`config.mk`:
```
export PLATFORM = sky130hd
export DESIGN_NAME = led_serial_tx
export DESIGN_NICKNAME = d
export VERILOG_FILES = /design/src/rtl/led_serial_tx_pkg.sv /design/src/rtl/led_bit_timer.sv /design/src/rtl/led_serial_tx.sv
export SDC_FILE = /design/constraint.sdc
export NUM_CORES = 1
export LEC_CHECK = 0
export CAP_MARGIN = 40
export CORE_ASPECT_RATIO = 0.6
export CORE_MARGIN = 1.5
export CORE_UTILIZATION = 45
export DETAILED_ROUTE_END_ITERATION = 8
export PLACE_DENSITY = 0.68
export SYNTH_ARGS = -nofsm -noshare
export SYNTH_HDL_FRONTEND = slang
export SYNTH_SLANG_ARGS = --single-unit
```
`constraint.sdc`:
```
create_clock -name clk -period 4.9 [get_ports clk]
set_clock_uncertainty 0.05 [all_clocks]
set_input_delay 1.225 -clock clk [delete_from_list [all_inputs] [get_ports clk]]
set_output_delay 1.225 -clock clk [all_outputs]
set_load 0.05 [all_outputs]
```
`src/rtl/led_serial_tx_pkg.sv`:
```
// Shared types for the LED serial output stage.
// Holds the colour word type and its width.
package led_serial_tx_pkg;

   localparam int LED_COLOUR_W = 24;

   typedef logic [LED_COLOUR_W-1:0] rgb_t;

endpackage

```
`src/rtl/led_bit_timer.sv`:
```
// Serial bit timer: divides clk into one bit period of 2*CLK_DIV cycles.
// Ports: clk_i, rst_i, run_i (count enable), clk_out_o (serial clock),
// bit_end_o (last cycle of the current bit).
module led_bit_timer
   import led_serial_tx_pkg::*;
#(
   parameter int CLK_DIV = 4
)
(
   input  logic clk_i,
   input  logic rst_i,
   input  logic run_i,
   output logic clk_out_o,
   output logic bit_end_o
);

   localparam int DW = $clog2(2 * CLK_DIV);
   localparam logic [DW-1:0] HALF = DW'(CLK_DIV);
   localparam logic [DW-1:0] LAST = DW'(2 * CLK_DIV - 1);

   logic [DW-1:0] div_q;
   logic [DW-1:0] div_d;
   logic          clk_q;
   logic          clk_d;

   assign bit_end_o = run_i && (div_q == LAST);
   assign clk_out_o = clk_q;

   // clk_q tracks the phase of the count it will sit beside, so the
   // serial clock falls on the same edge the bit ends.
   always_comb begin
      div_d = '0;
      if (run_i && !bit_end_o) begin
         div_d = div_q + 1'b1;
      end
      clk_d = run_i && !bit_end_o && (div_d >= HALF);
   end

   always_ff @(posedge clk_i) begin
      if (rst_i) begin
         div_q <= '0;
         clk_q <= 1'b0;
      end else begin
         div_q <= div_d;
         clk_q <= clk_d;
      end
   end

endmodule

```
`src/rtl/led_serial_tx.sv`:
```
// Fetches one frame of 24-bit colours and shifts it out MSB first to a
// two-wire LED strip, then holds a latch gap and raises done.
// Ports: clk, rst, start, rgb (buffer data), rdEn/rdAddr (buffer read),
// dOut/clkOut (strip), done (idle / frame complete).
module led_serial_tx
   import led_serial_tx_pkg::*;
#(
   parameter int LEDS         = 50,
   parameter int CLK_DIV      = 4,
   parameter int LATCH_CYCLES = 6250
)
(
   input  logic                      clk,
   input  logic                      rst,
   input  logic                      start,
   input  logic [LED_COLOUR_W-1:0]   rgb,
   output logic                      rdEn,
   output logic [$clog2(LEDS)-1:0]   rdAddr,
   output logic                      dOut,
   output logic                      clkOut,
   output logic                      done
);

   localparam int AW = $clog2(LEDS);
   localparam int LW = $clog2(LATCH_CYCLES + 1);
   localparam logic [AW-1:0] LAST_LED  = AW'(LEDS - 1);
   localparam logic [LW-1:0] LATCH_END = LW'(LATCH_CYCLES);
   localparam logic [4:0]    LAST_BIT  = 5'(LED_COLOUR_W - 1);

   typedef enum logic [2:0] {
      IDLE,
      FETCH,
      SHIFT,
      LATCH,
      DONE
   } state_e;

   state_e          state_q;
   rgb_t            shreg_q;
   logic [4:0]      bit_q;
   logic [LW-1:0]   latch_q;
   logic [AW-1:0]   addr_q;
   logic            rden_q;
   logic            done_q;
   logic            run;
   logic            bit_end;

   assign run = (state_q == SHIFT);

   led_bit_timer #(
      .CLK_DIV (CLK_DIV)
   ) u_timer (
      .clk_i     (clk),
      .rst_i     (rst),
      .run_i     (run),
      .clk_out_o (clkOut),
      .bit_end_o (bit_end)
   );

   // The shifter empties to zero after 24 shifts, so dOut is already
   // low through FETCH and LATCH without a separate data register.
   assign dOut   = shreg_q[LED_COLOUR_W-1];
   assign rdEn   = rden_q;
   assign rdAddr = addr_q;
   assign done   = done_q;

   always_ff @(posedge clk) begin
      if (rst) begin
         state_q <= IDLE;
         shreg_q <= '0;
         bit_q   <= '0;
         latch_q <= '0;
         addr_q  <= '0;
         rden_q  <= 1'b0;
         done_q  <= 1'b1;
      end else begin
         rden_q <= 1'b0;
         unique case (state_q)
            IDLE: begin
               done_q <= 1'b1;
               if (start) begin
                  state_q <= FETCH;
                  addr_q  <= '0;
                  rden_q  <= 1'b1;
                  done_q  <= 1'b0;
               end
            end
            FETCH: begin
               shreg_q <= rgb;
               bit_q   <= '0;
               state_q <= SHIFT;
            end
            SHIFT: begin
               if (bit_end) begin
                  shreg_q <= {shreg_q[LED_COLOUR_W-2:0], 1'b0};
                  bit_q   <= bit_q + 5'd1;
                  if (bit_q == LAST_BIT) begin
                     if (addr_q == LAST_LED) begin
                        state_q <= LATCH;
                        latch_q <= '0;
                     end else begin
                        addr_q  <= addr_q + 1'b1;
                        rden_q  <= 1'b1;
                        state_q <= FETCH;
                     end
                  end
               end
            end
            LATCH: begin
               // Count runs through LATCH_CYCLES inclusive; the extra
               // cycle covers the edge where the last bit's clock falls.
               if (latch_q == LATCH_END) begin
                  state_q <= DONE;
                  done_q  <= 1'b1;
               end else begin
                  latch_q <= latch_q + 1'b1;
               end
            end
            DONE: begin
               done_q <= 1'b1;
               if (!start) begin
                  state_q <= IDLE;
               end
            end
            default: begin
               state_q <= IDLE;
            end
         endcase
      end
   end

endmodule

```
==> impl_results.md, run 1 <==
- Status: completed
- Num rows: 21
- IO Pins: 37
- First-pass GRT wire length: 10100 µm
- Tightest Pin Transition: 0.717 ns
- Register bit total from synthesis: 56
- Setup crit end kind: output pin
- Final HPWL DP: approximately 4000 µm
- Reg-to-Reg Start: state_q[1]
- Area delta synth->final: 21.2%
- Final Max Slew Viols: 0
- Reg2reg setup slack: 2.41 ns
- Worst hold stages: 1
- Warnings from Yosys: 0
- Number of global-route vias before repair: 2212
- Buffers added on ports: 36
- Fillers: about 540
- CP Cell Sequence: clkdlybuf4s50_1
- CTS max path bufs: 2
- Worst setup SP type: flip-flop
- Total congestion overflow: 0
- Hold path endpoint: u_timer.div_q[0]
- Unique masters post-synth: 49
- Starting DRT DRC Count: 79
- Worst path bufs/invs: 1
- Kind of critical path: reg2out
- Async SR Flop Fraction: 0
- Top FF cell, synth: dfxtp_1
- Ant diodes: 0
- Synthesized area per cell: approximately 8.3 µm²
- Post-synthesis cell area: between 0.002 and 0.003 mm²
- Post-CTS Resized: 0
- Via Count: 2385
- Worst-path maximum fanout: 6
- Family with the most delay on the worst path: buffers and inverters
- Initial Utilization: 0.473
- Critical path data arrival time: ~1.6 ns
- Pre-CTS WS: about 1.9 ns
- Full die area: roughly 0.0065 mm²
- Largest net degree at the start of global routing: 33
- Worst R2R Path Depth: 6
- Post-CTS Setup Bufs: 0
- Fin worst setup slack: between 1.5 and 2 ns
- Cts hold-fix bufs: 0
- Core area: 0.00568 mm²
- Crit path max-delay cell type: clkdlybuf4s50_1
- Hold Path Origin: u_timer.div_q[0]
- EDFF count, synth: 0
- Routed len/inst: between 10 and 15 µm
- Leading cell type in the layout, fill and taps excluded: dfxtp_1
- Min Tclk post-route: 2.91 ns
- Drt pass-1 iters: 4
- CTS H-tree depth: 2
- RSZ-0062 raised after global routing: no
- Cell area power density: 293 mW/mm²
- Peak supply drop: 131 µV
- Final hold vios: 0
- Clk sinks: 56
- Clock latency on the worst-skew pair: 0.31 ns
- TNS Setup: 0 ns
- Vias per Instance: 5.52
- TritonCTS Buffers: 5
- HP Class: reg2reg
- Die height: roughly 63 µm
- Fmax: 344 MHz
- TritonCTS clock tree: done
- Max Cap Violations: 0
- Share of layout cells above drive strength 1: 0.0682
- Leak: 1.13 nW
- Detailed-route wire length: 5880 µm
- Worst EP required: 3.62 ns
- Seq/Total Area, Yosys: 0.417
- Final setup violation count: 0
- Layout Nets: ~390
- Initial antenna violation count: 0
- Rel. slew slack: 0.520
- Most frequent cells in the layout: 56 x dfxtp_1, 55 x nand2_1, 51 x nor2_1
- # DRC: 0
- Net count after synthesis: ~360
- Clock root buffer: clkbuf_8
- Synth Instances: 325
- Overall routing resource usage: 0.194
- Floorplan die width: 103 µm
- Routability cong.: 0.816
- R2r endpoint: latch_q[6]
- Antenna-violating nets left: 0
- Final period utilization: 0.593
- Clock slew at reported path FFs: approximately 0.09 ns
- Worst path max stage delay: 0.86 ns
==> cells in the mapped netlist (4+ instances only) <==
library cell	count	area share
a311oi_1	27	0.088
xnor2_1	6	0.020
o21ai_0	7	0.013
buf_2	6	0.011
a21oi_1	13	0.024
or3_1	4	0.0093
clkbuf_1	12	0.017
ha_1	7	0.033
inv_1	6	0.0084
nor2_1	51	0.071
nor3_1	12	0.022
nand3_1	8	0.015
dfxtp_1	56	0.42
nand4_1	4	0.0093
nand2_1	55	0.077
nand2b_1	4	0.0093
==> per-layer routing <==
| metal | routed length [µm] | track usage | up-vias |
|---|---|---|---|
| li1 | - | - | 1216 |
| met1 | 3090 | 0.289 | 1117 |
| met2 | 2440 | 0.285 | 47 |
| met3 | 315 | 0.0425 | 5 |
| met4 | 36 | 0.0405 | 0 |
| met5 | 0 | 0 | - |
==> power by group <==
group	total, W	leakage (nW)	internal, W	switching, W
clock network	0.000327	0.0645	0.000180	0.000147
logic	0.000134	0.609	0.0000603	0.0000737
registers	0.000493	0.456	0.000477	0.0000167
==> stage by stage <==
stage | utilization | instances | hold WS, ns | cell area (µm²) | power [W]
floorplan | - | 325 | 0.357 | 2690 | 0.000586
detailed placement | 0.552 | 424 | 0.371 | 3130 | 0.000638
finish | 0.574 | 432 | 0.381 | 3260 | 0.000955
global placement | 0.541 | 421 | 0.372 | 3070 | 0.000628
CTS | 0.574 | 432 | 0.385 | 3260 | 0.000966
global route | 0.574 | 432 | 0.415 | 3260 | 0.00100
==> worst max path at each step <==
stage / end / cells after the start / from
after floorplan: rdAddr[0] / 5 / start
after global placement: u_timer.div_q[1] / 4 / rst
after detailed placement: u_timer.div_q[2] / 4 / rst
after CTS: rdAddr[3] / 1 / rdAddr[3]
after global routing: rdAddr[3] / 1 / rdAddr[3]
final: rdAddr[3] / 1 / rdAddr[3]
==> cells by family (layout without fill, tap and decap cells) <==
group / after synthesis / after routing / synth area share
xor+xnor: 8 / 8 / 0.0261
flops: 56 / 56 / 0.417
mux: 1 / 1 / 0.00373
buf+inv: 27 / 54 / 0.0470
fa+ha+maj: 7 / 7 / 0.0326
simple gates: 160 / 160 / 0.277
compound gates: 66 / 66 / 0.196
==> sequential cells by signal, indices dropped and copies added, names as in the netlist <==
| register | count |
|---|---|
| shreg_q | 24 |
| done | 1 |
| latch_q | 13 |
| bit_q | 5 |
| state_q | 3 |
| rdAddr | 6 |
| rdEn | 1 |
| u_timer.div_q | 3 |
==> final cells by class <==
class | instances | area [µm²] | share of cell area
clock inverters | 1 | 30.0 | 0.00922
repair buffers | 40 | 425 | 0.131
inverters | 6 | 22.5 | 0.00692
well taps | 80 | 100 | 0.0307
flip-flops and latches | 56 | 1120 | 0.344
clock buffers | 7 | 96.3 | 0.0296
multi-input cells | 242 | 1460 | 0.449
Note: power is estimated with default switching activity, not from simulation.
==> run 2, diff against run 1 <==
==> constraint.sdc (replaced) <==
create_clock -name clk -period 2.9 [get_ports clk]
set_clock_uncertainty 0.05 [all_clocks]
set_input_delay 0.725 -clock clk [delete_from_list [all_inputs] [get_ports clk]]
set_output_delay 0.725 -clock clk [all_outputs]
set_load 0.05 [all_outputs]
==> impl_results.md, run 2 (same netlist as run 1, synthesis figures left out) <==
- Drt pass-1 iters: 4
- Kind of critical path: reg2out
- Full die area: between 0.006 and 0.007 mm²
- DP Area: 0.00313 mm²
- Overall routing resource usage: 0.191
- HP Class: reg2reg
- Starting DRT DRC Count: 83
- Total congestion overflow: 0
- Fin cells: 432
- Clk sinks: 56
- Post-CTS Resized: 0
- Rel. slew slack: 0.580
- First-pass GRT wire length: 9910 µm
- Final hold vios: 0
- Tightest Pin Transition: 0.628 ns
- Leak: around 1.1 nW
- Initial Utilization: 0.473
- Fin util: 0.575
- Multi-input gate area: 0.00146 mm²
- Setup crit end kind: output pin
- Final Total Pwr: approximately 0.0017 W
- Num rows: 21
- Fillers: 542
- IO Pins: 37
- CTS max path bufs: 2
- Core area: 0.00568 mm²
- Die height: 62.9 µm
- Worst-path maximum fanout: 6
- Met1 Track Usage GR: 0.295
- Clock latency on the worst-skew pair: between 0.3 and 0.4 ns
- Largest net degree at the start of global routing: 33
- Max reg flops: 24
- Worst path max stage delay: around 0.85 ns
- Reg-to-Reg Start: latch_q[8]
- Layout Nets: ~390
- TritonCTS Buffers: 5
- Antenna-violating nets left: 0
- Status: completed
- Detailed-route wire length: between 5000 and 6000 µm
- Buffers added on ports: 36
- Largest Register: shreg_q
- Leading cell type in the layout, fill and taps excluded: dfxtp_1
- Worst EP required: ~2.1 ns
- Clock slew at reported path FFs: around 0.1 ns
- Share of layout cells above drive strength 1: 0.0682
- # DRC: 0
- Crit path max-delay cell type: clkdlybuf4s50_1
- Via Count: 2348
- Initial antenna violation count: 0
- Routed len/inst: around 13 µm
- Final HPWL DP: ~4000 µm
- Floorplan die width: 103 µm
- Area delta synth->final: 21.5%
- Fmax: 417 MHz
- Clock root buffer: clkbuf_8
- Final period utilization: 0.827
- CTS H-tree depth: 2
- Post-CTS Setup Bufs: 0
- Final Max Slew Viols: 0
- Peak supply drop: 295 µV
- Finished layout cell area: 0.00326 mm²
- Number of global-route vias before repair: between 2000 and 2500
- Hold Path Origin: u_timer.div_q[0]
- Met3 Resource Use GR: 0.0403
- Most frequent cells in the layout: 56 x dfxtp_1, 55 x nand2_1, 51 x nor2_1
- TritonCTS clock tree: done
- Worst setup SP type: flip-flop
- Register Area: 0.00112 mm²
- Crit path from: rdAddr[3]
- CP Cell Sequence: clkdlybuf4s50_1
- Cell area power density: 506 mW/mm²
- Routability cong.: 0.857
- GR Util met2: 0.272
- Family with the most delay on the worst path: buffers and inverters
- RSZ-0062 raised after global routing: no
- Vias per Instance: around 5.4
- TNS Setup: 0 ns
- Placed cells: 425
- Worst path bufs/invs: 1
- Final setup violation count: 0
- Max Cap Violations: 0
- GR peak layer: met1
- Critical path data arrival time: around 1.6 ns
- Min Tclk post-route: 2.40 ns
- Cts hold-fix bufs: 0
- Ant diodes: 0
==> run 2: cell type report <==
class / count / area share
multi-input cells: 242 / 0.446
flip-flops and latches: 56 / 0.344
repair buffers: 41 / 0.133
well taps: 80 / 0.0307
clock buffers: 5 / 0.0211
clock inverters: 2 / 0.0184
inverters: 6 / 0.00690
==> run 2: stage by stage <==
step                setup WS [ns]  hold WS [ns]
floorplan                   0.653         0.357
global placement            0.472         0.371
detailed placement          0.434         0.370
CTS                         0.498         0.389
global route                0.435         0.415
finish                      0.503         0.387
==> run 2: report_power, final <==
part           internal (W)  leakage (nW)  switching [W]
Clock              0.000340        0.0642       0.000252
Combinational      0.000101         0.614       0.000123
Sequential         0.000806         0.456      0.0000280
Total               0.00125          1.13       0.000404
==> run 2: metal layers <==
metal | up-vias | part of all wire
li1 | 1216 | -
met1 | 1083 | 0.55
met2 | 47 | 0.40
met3 | 2 | 0.039
met4 | 0 | 0.0038
met5 | - | 0
==> run 2: final timing paths <==
path,endpoint,slack [ns],cells after the start
setup / recovery,rdAddr[3],0.50,1
hold / removal,u_timer.div_q[0],0.39,1
hold reg to reg,u_timer.div_q[0],0.39,1
setup reg to reg,latch_q[10],0.65,5
==> run 3, diff against run 2 <==
==> constraint.sdc (replaced) <==
create_clock -name clk -period 2.4 [get_ports clk]
set_clock_uncertainty 0.05 [all_clocks]
set_input_delay 0.6 -clock clk [delete_from_list [all_inputs] [get_ports clk]]
set_output_delay 0.6 -clock clk [all_outputs]
set_load 0.05 [all_outputs]
==> impl_results.md, run 3 (same netlist as run 1, synthesis figures left out) <==
- Routability cong.: 0.865
- Switching share of total power: 0.278
- Tightest Pin Transition: 0.593 ns
- Cell area power density: around 560 mW/mm²
- Min Tclk post-route: 2.30 ns
- Worst hold stages: 1
- Status: completed
- Layout Nets: 390
- Detailed-route wire length: 5910 µm
- Post-CTS Resized: 0
- Kind of critical path: reg2out
- Full die area: 0.00646 mm²
- Floorplan die width: 103 µm
- Final hold vios: 0
- First-pass GRT wire length: 10200 µm
- Reg power frac: 0.558
- Num rows: 21
- Routed len/inst: ~14 µm
- Placed cells: 429
- Clock slew at reported path FFs: 0.10 ns
- Starting DRT DRC Count: 117
- Combinational share of power: 0.150
- Area delta synth->final: 20.2%
- Clk sinks: 56
- Hold Path Origin: u_timer.div_q[0]
- Max reg flops: 24
- Crit path max-delay cell type: clkdlybuf4s50_1
- Cts hold-fix bufs: 0
- Post-CTS Setup Bufs: 0
- Number of global-route vias before repair: 2138
- Die height: 62.9 µm
- Largest Register: shreg_q
- CTS max path bufs: 2
- Via Count: 2372
- Core area: 0.00568 mm²
- Setup crit end kind: output pin
- CP Cell Sequence: clkdlybuf4s50_1
- HP Class: reg2reg
- Peak supply drop: about 300 µV
- Hold Slack: 0.400 ns
- Final setup violation count: 0
- Critical path data arrival time: roughly 1.7 ns
- # DRC: 0
- Share of total power in the clock network: 0.291
- Worst EP required: 1.75 ns
- Leading cell type in the layout, fill and taps excluded: dfxtp_1
- Fmax: 436 MHz
- R2r endpoint: latch_q[6]
- Drt pass-1 iters: 4
- Fillers: 568
- Most frequent cells in the layout: 56 x dfxtp_1, 55 x nand2_1, 51 x nor2_1
- Hold path endpoint: u_timer.div_q[0]
- TritonCTS clock tree: done
- IO Pins: 37
- Total congestion overflow: 0
- Rel. slew slack: 0.601
- Max Cap Violations: 0
- Final Max Slew Viols: 0
- Final period utilization: 0.957
- Internal power: 0.00130 W
- Fin cells: 437
- Ant diodes: 0
- Clock latency on the worst-skew pair: 0.31 ns
- Antenna-violating nets left: 0
- Worst path bufs/invs: 1
- Reg2reg setup slack: roughly 0.23 ns
- CTS H-tree depth: 2
- Reg-to-Reg Start: latch_q[8]
- TNS Setup: 0 ns
- Family with the most delay on the worst path: buffers and inverters
- Final Total Pwr: 0.00180 W
- Worst path max stage delay: 0.86 ns
- Worst R2R Path Depth: 5
- Overall routing resource usage: 0.197
- Initial antenna violation count: 0
- Vias per Instance: 5.43
- Register Area: 0.00112 mm²
- Final HPWL DP: 4130 µm
- Largest net degree at the start of global routing: 41
- Worst setup SP type: flip-flop
- Switch Pwr: 0.000501 W
- TritonCTS Buffers: 5
- Leak: 1.12 nW
- Clock root buffer: clkbuf_8
- Worst-path maximum fanout: 6
- Share of layout cells above drive strength 1: 0.0784
- Initial Utilization: 0.473
- Multi-input gate area: around 0.0015 mm²
- Buffers added on ports: 36
- RSZ-0062 raised after global routing: no
## run 3: cell types whose count changed in the layout (fill, tap and decap cells not counted), sizes merged
cell | previous run | this run
clkinvlp | 0 | 1
clkinv | 0 | 1
clkbuf | 5 | 6
buf | 5 | 9
bufinv | 2 | 0
## run 3: worst max-delay path by stage
stage	depth (start not counted)	to	from
global route	1	rdAddr[3]	rdAddr[3]
detailed placement	6	rdAddr[0]	start
floorplan	6	latch_q[6]	rdAddr[0]
finish	1	rdAddr[3]	rdAddr[3]
global placement	6	rdAddr[0]	start
CTS	1	rdAddr[3]	rdAddr[3]
## run 3: layout make-up
type / instances / share of cell area
Sequential cell: 56 / 0.347
Inverter: 6 / 0.00698
Clock inverter: 2 / 0.00504
Multi-Input combinational cell: 242 / 0.451
Timing Repair Buffer: 45 / 0.136
Tap cell: 80 / 0.0310
Clock buffer: 6 / 0.0225
## run 3: per-stage QoR
stage / setup slack (ns) / instance area [µm²] / util
global route: 0.0370 / 3230 / 0.569
global placement: 0.0765 / 3140 / 0.553
floorplan: 0.153 / 2690 / -
CTS: 0.100 / 3230 / 0.569
detailed placement: 0.0276 / 3140 / 0.553
finish: 0.104 / 3230 / 0.569
## run 3: per-layer routing
layer | track usage | share of wire
met5 | 0 | 0
met4 | 0.0507 | 0.0029
met3 | 0.0459 | 0.060
met2 | 0.264 | 0.42
met1 | 0.310 | 0.52
## run 3: power groups by stage
stage                     sequential (W)  clock, W  combinational, W
final                            0.00101  0.000526          0.000271
after global routing             0.00101  0.000580          0.000306
after CTS                        0.00101  0.000540          0.000273
after detailed placement         0.00103         0          0.000271
after global placement           0.00103         0          0.000267
after floorplan                  0.00104         0          0.000157
==> patch 1: new RTL, settings of run 3 <==
The package constant `LED_COLOUR_W` goes from 24 to 48.
--- a/src/rtl/led_serial_tx_pkg.sv
+++ b/src/rtl/led_serial_tx_pkg.sv
@@ -2,7 +2,7 @@
 // Holds the colour word type and its width.
 package led_serial_tx_pkg;
 
-   localparam int LED_COLOUR_W = 24;
+   localparam int LED_COLOUR_W = 48;
 
    typedef logic [LED_COLOUR_W-1:0] rgb_t;
 
Interface: changed (resized rgb); port bits go from 37 to 61. No check against the original RTL was run, so the function may have changed too.
==> patch 1 against run 3 <==
Sequential cell count is 24 higher. Via count up 46%. Design area is 50% higher. Setup slack better by 0.067 ns. Area after synthesis is 42% higher. Global-route usage up 0.61 points. Final cell count grew 45%. Total power up 91%. Routed wire length rose by 50%. Sequential power rose by 47%.
==> patch 1: results (changes against run 3) <==
Net Count, Synth: 528 (+47%)
largest net degree at the start of global routing: 62 (+51%)
pre-CTS setup slack: 0.2865 ns (+0.2589 ns)
Avg WL per Cell: 13.98 microns (+3.4%)
total placed instance area: 0.004524 sq mm (+44%)
critical path arrival: 1.58 ns (-0.07 ns)
Slew HR: 64.02% (+4.0 points)
DRT iter0 DRCs: 290 (+150%)
first drt pass iteration count: 7 (+3)
sequential fraction of the synthesis area: 42.02% (+0.29 points)
global-route wire length before repair: 14.48 mm (+42%)
post-DR vias/cell: 5.470 (+0.77%)
Pleak: 1.763 nW (+57%)
Max IR drop VDD: 0.4219 mV (+37%)
vias in the first global route: 3,104 (+45%)
drt total wl: 8.835 mm (+50%)
layout cells sized above 1: 8.206% (+0.36 points)
complex-gate fraction of the synthesized area: 20.09% (+0.48 points)
hpwl dp: 5.864 mm (+42%)
Final Wtd Congestion: 0.8113 (-6.2%)
status: finished, final reports clean
Syn Inst Count: 469 (+44%)
fin nets: 579 (+48%)
Cell variety after synth: 56 (+14%)
Clk pin slew, worst setup/hold paths: 0.06 ns (-0.04 ns)
mux share of post-synthesis cell area: 1.838% (+1.5 points)
## patch 1: changes by cell type after synthesis, sizes merged, moves of 4 or more
cell,change
nand2,+60
dfxtp,+24
a311oi,+20
nor2,+11
clkbuf,+9
nor3,-8
mux2i,+6
xnor2,-6
or4,+5
a21oi,+4
buf,+4
## patch 1: kinds of logic (layout without fill, tap and decap cells)
family                   Yosys count  after routing
AO/OA/AOI/OAI                     93             93
XOR/XNOR                           1              1
adder cells (fa/ha/maj)            8              8
buffers and inverters             41             96
flip-flops                        80             80
multiplexers                       7              7
AND/OR/NAND/NOR                  239            239
## patch 1: cell type report
| cell class | instances | area [sq um] |
|---|---|---|
| Clock buffer | 12 | 256.5 |
| Sequential cell | 80 | 1602 |
| Inverter | 7 | 26.28 |
| Clock inverter | 3 | 65.06 |
| Tap cell | 108 | 135.1 |
| Timing Repair Buffer | 74 | 713.2 |
| Multi-Input combinational cell | 348 | 2048 |
| Fill cell | 738 | 3193 |
## patch 1: where the power goes
| group | total (mW) | switching [mW] | internal [mW] |
|---|---|---|---|
| registers | 1.48 | 0.0559 | 1.42 |
| clock network | 1.47 | 0.511 | 0.960 |
| logic | 0.499 | 0.278 | 0.221 |
## patch 1: metal layers
metal / global-route usage (%) / share of wire, % / up-vias / wire [microns]
met1: 28.36 / 52 / 1589 / 4623
met2: 29.84 / 41 / 84 / 3614
met5: 0 / 0 / - / 0
li1: - / - / 1777 / -
met4: 5.752 / 0.83 / 0 / 73
met3: 7.055 / 5.9 / 7 / 524
## patch 1: final timing paths
check	start	endpoint	slack [ns]	cells past startpoint
min	u_timer.div_q[0]	u_timer.div_q[0]	0.38	1
max	rdAddr[0]	rdAddr[0]	0.17	1
max reg2reg	bit_q[0]	latch_q[10]	0.31	7
min reg2reg	u_timer.div_q[0]	u_timer.div_q[0]	0.38	1
==> patch 2: new RTL, config.mk and constraints of run 3 <==
Made on the original files. Re-encode `state_e` (5 states) as one-hot, 5 bits wide.
--- a/src/rtl/led_serial_tx.sv
+++ b/src/rtl/led_serial_tx.sv
@@ -27,12 +27,12 @@
    localparam logic [LW-1:0] LATCH_END = LW'(LATCH_CYCLES);
    localparam logic [4:0]    LAST_BIT  = 5'(LED_COLOUR_W - 1);
 
-   typedef enum logic [2:0] {
-      IDLE,
-      FETCH,
-      SHIFT,
-      LATCH,
-      DONE
+   typedef enum logic [4:0] {
+      IDLE  = 5'b00001,
+      FETCH = 5'b00010,
+      SHIFT = 5'b00100,
+      LATCH = 5'b01000,
+      DONE  = 5'b10000
    } state_e;
 
    state_e          state_q;
Behaviour: same outputs for any inputs over 10 cycles, from zero or initial values and one cycle with rst high; not proved beyond that.
==> patch 2 against run 3 <==
Final cell count up 5.0%. Design area up 7.3%. Critical path depth unchanged. Register-to-register slack better by 0.16 ns. Non-clock buffer count up 1. Routed wire length up 7.1%. Clock power up 87%. Total power up 34%. Combinational power up 34%. Hold slack worse by 0.018 ns. Sequential cell count up 2. Setup slack better by 0.012 ns. Area after synthesis up 3.5%. Highest routed layer unchanged.
==> patch 2: results (changes against run 3) <==
worst setup path end: rdAddr[0]
met2 Resource Use GR: 27.71% (+1.3 points)
fill count: 515 (-9.3%)
Routed met3 length: 408 microns (+14%)
r2r startpoint: u_timer.div_q[0]
Avg WL per Cell: 13.78 microns (+2.0%)
Clk pin slew, worst setup/hold paths: 0.07 ns (-0.03 ns)
CTS max path bufs: 2 (unchanged)
total placed instance area: 0.003246 sq mm (+3.4%)
Met2 Wirelength: 2.612 mm (+5.6%)
Clk Latency, worst-skew pair: 0.34 ns (+0.03 ns)
R2R Path End: state_q[3]
sequential fraction of the synthesis area: 41.75% (about the same)
vias in the first global route: 2,193 (+2.6%)
Final Wtd Congestion: 0.8289 (-4.2%)
H-tree Lvls: 3 (+1)
Syn Inst Count: 339 (+4.3%)
fin nets: 408 (+4.6%)
reg-to-reg slack, setup: 0.39 ns (+0.16 ns)
WL met1: 3.236 mm (+5.9%)
Cells after DPL: 443 (+3.3%)
CTS Buf Count: 9 (+4)
Net Count, Synth: 373 (+3.9%)
largest net degree at the start of global routing: 47 (+15%)
global-route wire length before repair: 10.58 mm (+3.6%)
Pleak: 1.272 nW (+13%)
GR Util All Layers: 20.11% (+0.41 points)
Synth area leaders: dfxtp_1 42%, a311oi_1 7.6%, nand2_1 7.3%
met1 usage in global routing: 29.01% (-2.0 points)
Max IR drop VDD: 0.2541 mV (-18%)
critical path fanouts, max: 6 (unchanged)
post-DR vias/cell: 5.453 (+0.47%)
layout cells sized above 1: 10.29% (+2.4 points)
Slew HR: 66.54% (+6.5 points)
Fmax: 0.4378 GHz (+0.53%)
Finished Layout Cells: 459 (+5.0%)
DRT iter0 DRCs: 147 (+26%)
Worst Hold Depth: 1 (unchanged)
status: finished, final reports clean
critical path arrival: 1.63 ns (-0.02 ns)
Reg2Reg Depth: 7 (+2)
Synth top cells by count: 58 x dfxtp_1, 54 x nand2_1, 53 x nor2_1
## patch 2: cells by family (layout without fill, tap and decap cells)
logic type	Yosys count	count (layout)	synth area share, %
AND/OR/NAND/NOR	171	171	29.51
flip-flops	58	58	41.75
adder cells (fa/ha/maj)	7	7	3.149
XOR/XNOR	13	13	4.094
multiplexers	2	2	0.7198
buffers and inverters	26	66	4.138
AO/OA/AOI/OAI	62	62	16.64
## patch 2: cell type report
type	count	area (sq um)	area share, %
Multi-Input combinational cell	255	1508	43.53
Sequential cell	58	1161	33.53
Timing Repair Buffer	46	460.4	13.29
Clock buffer	9	123.9	3.577
Tap cell	80	100.1	2.890
Clock inverter	7	93.84	2.710
Inverter	4	16.27	0.4697
## patch 2: where the power goes
group          switching [mW]  internal [mW]
Clock                   0.402          0.582
Combinational           0.199          0.165
Sequential             0.0414           1.03
Total                   0.642           1.77
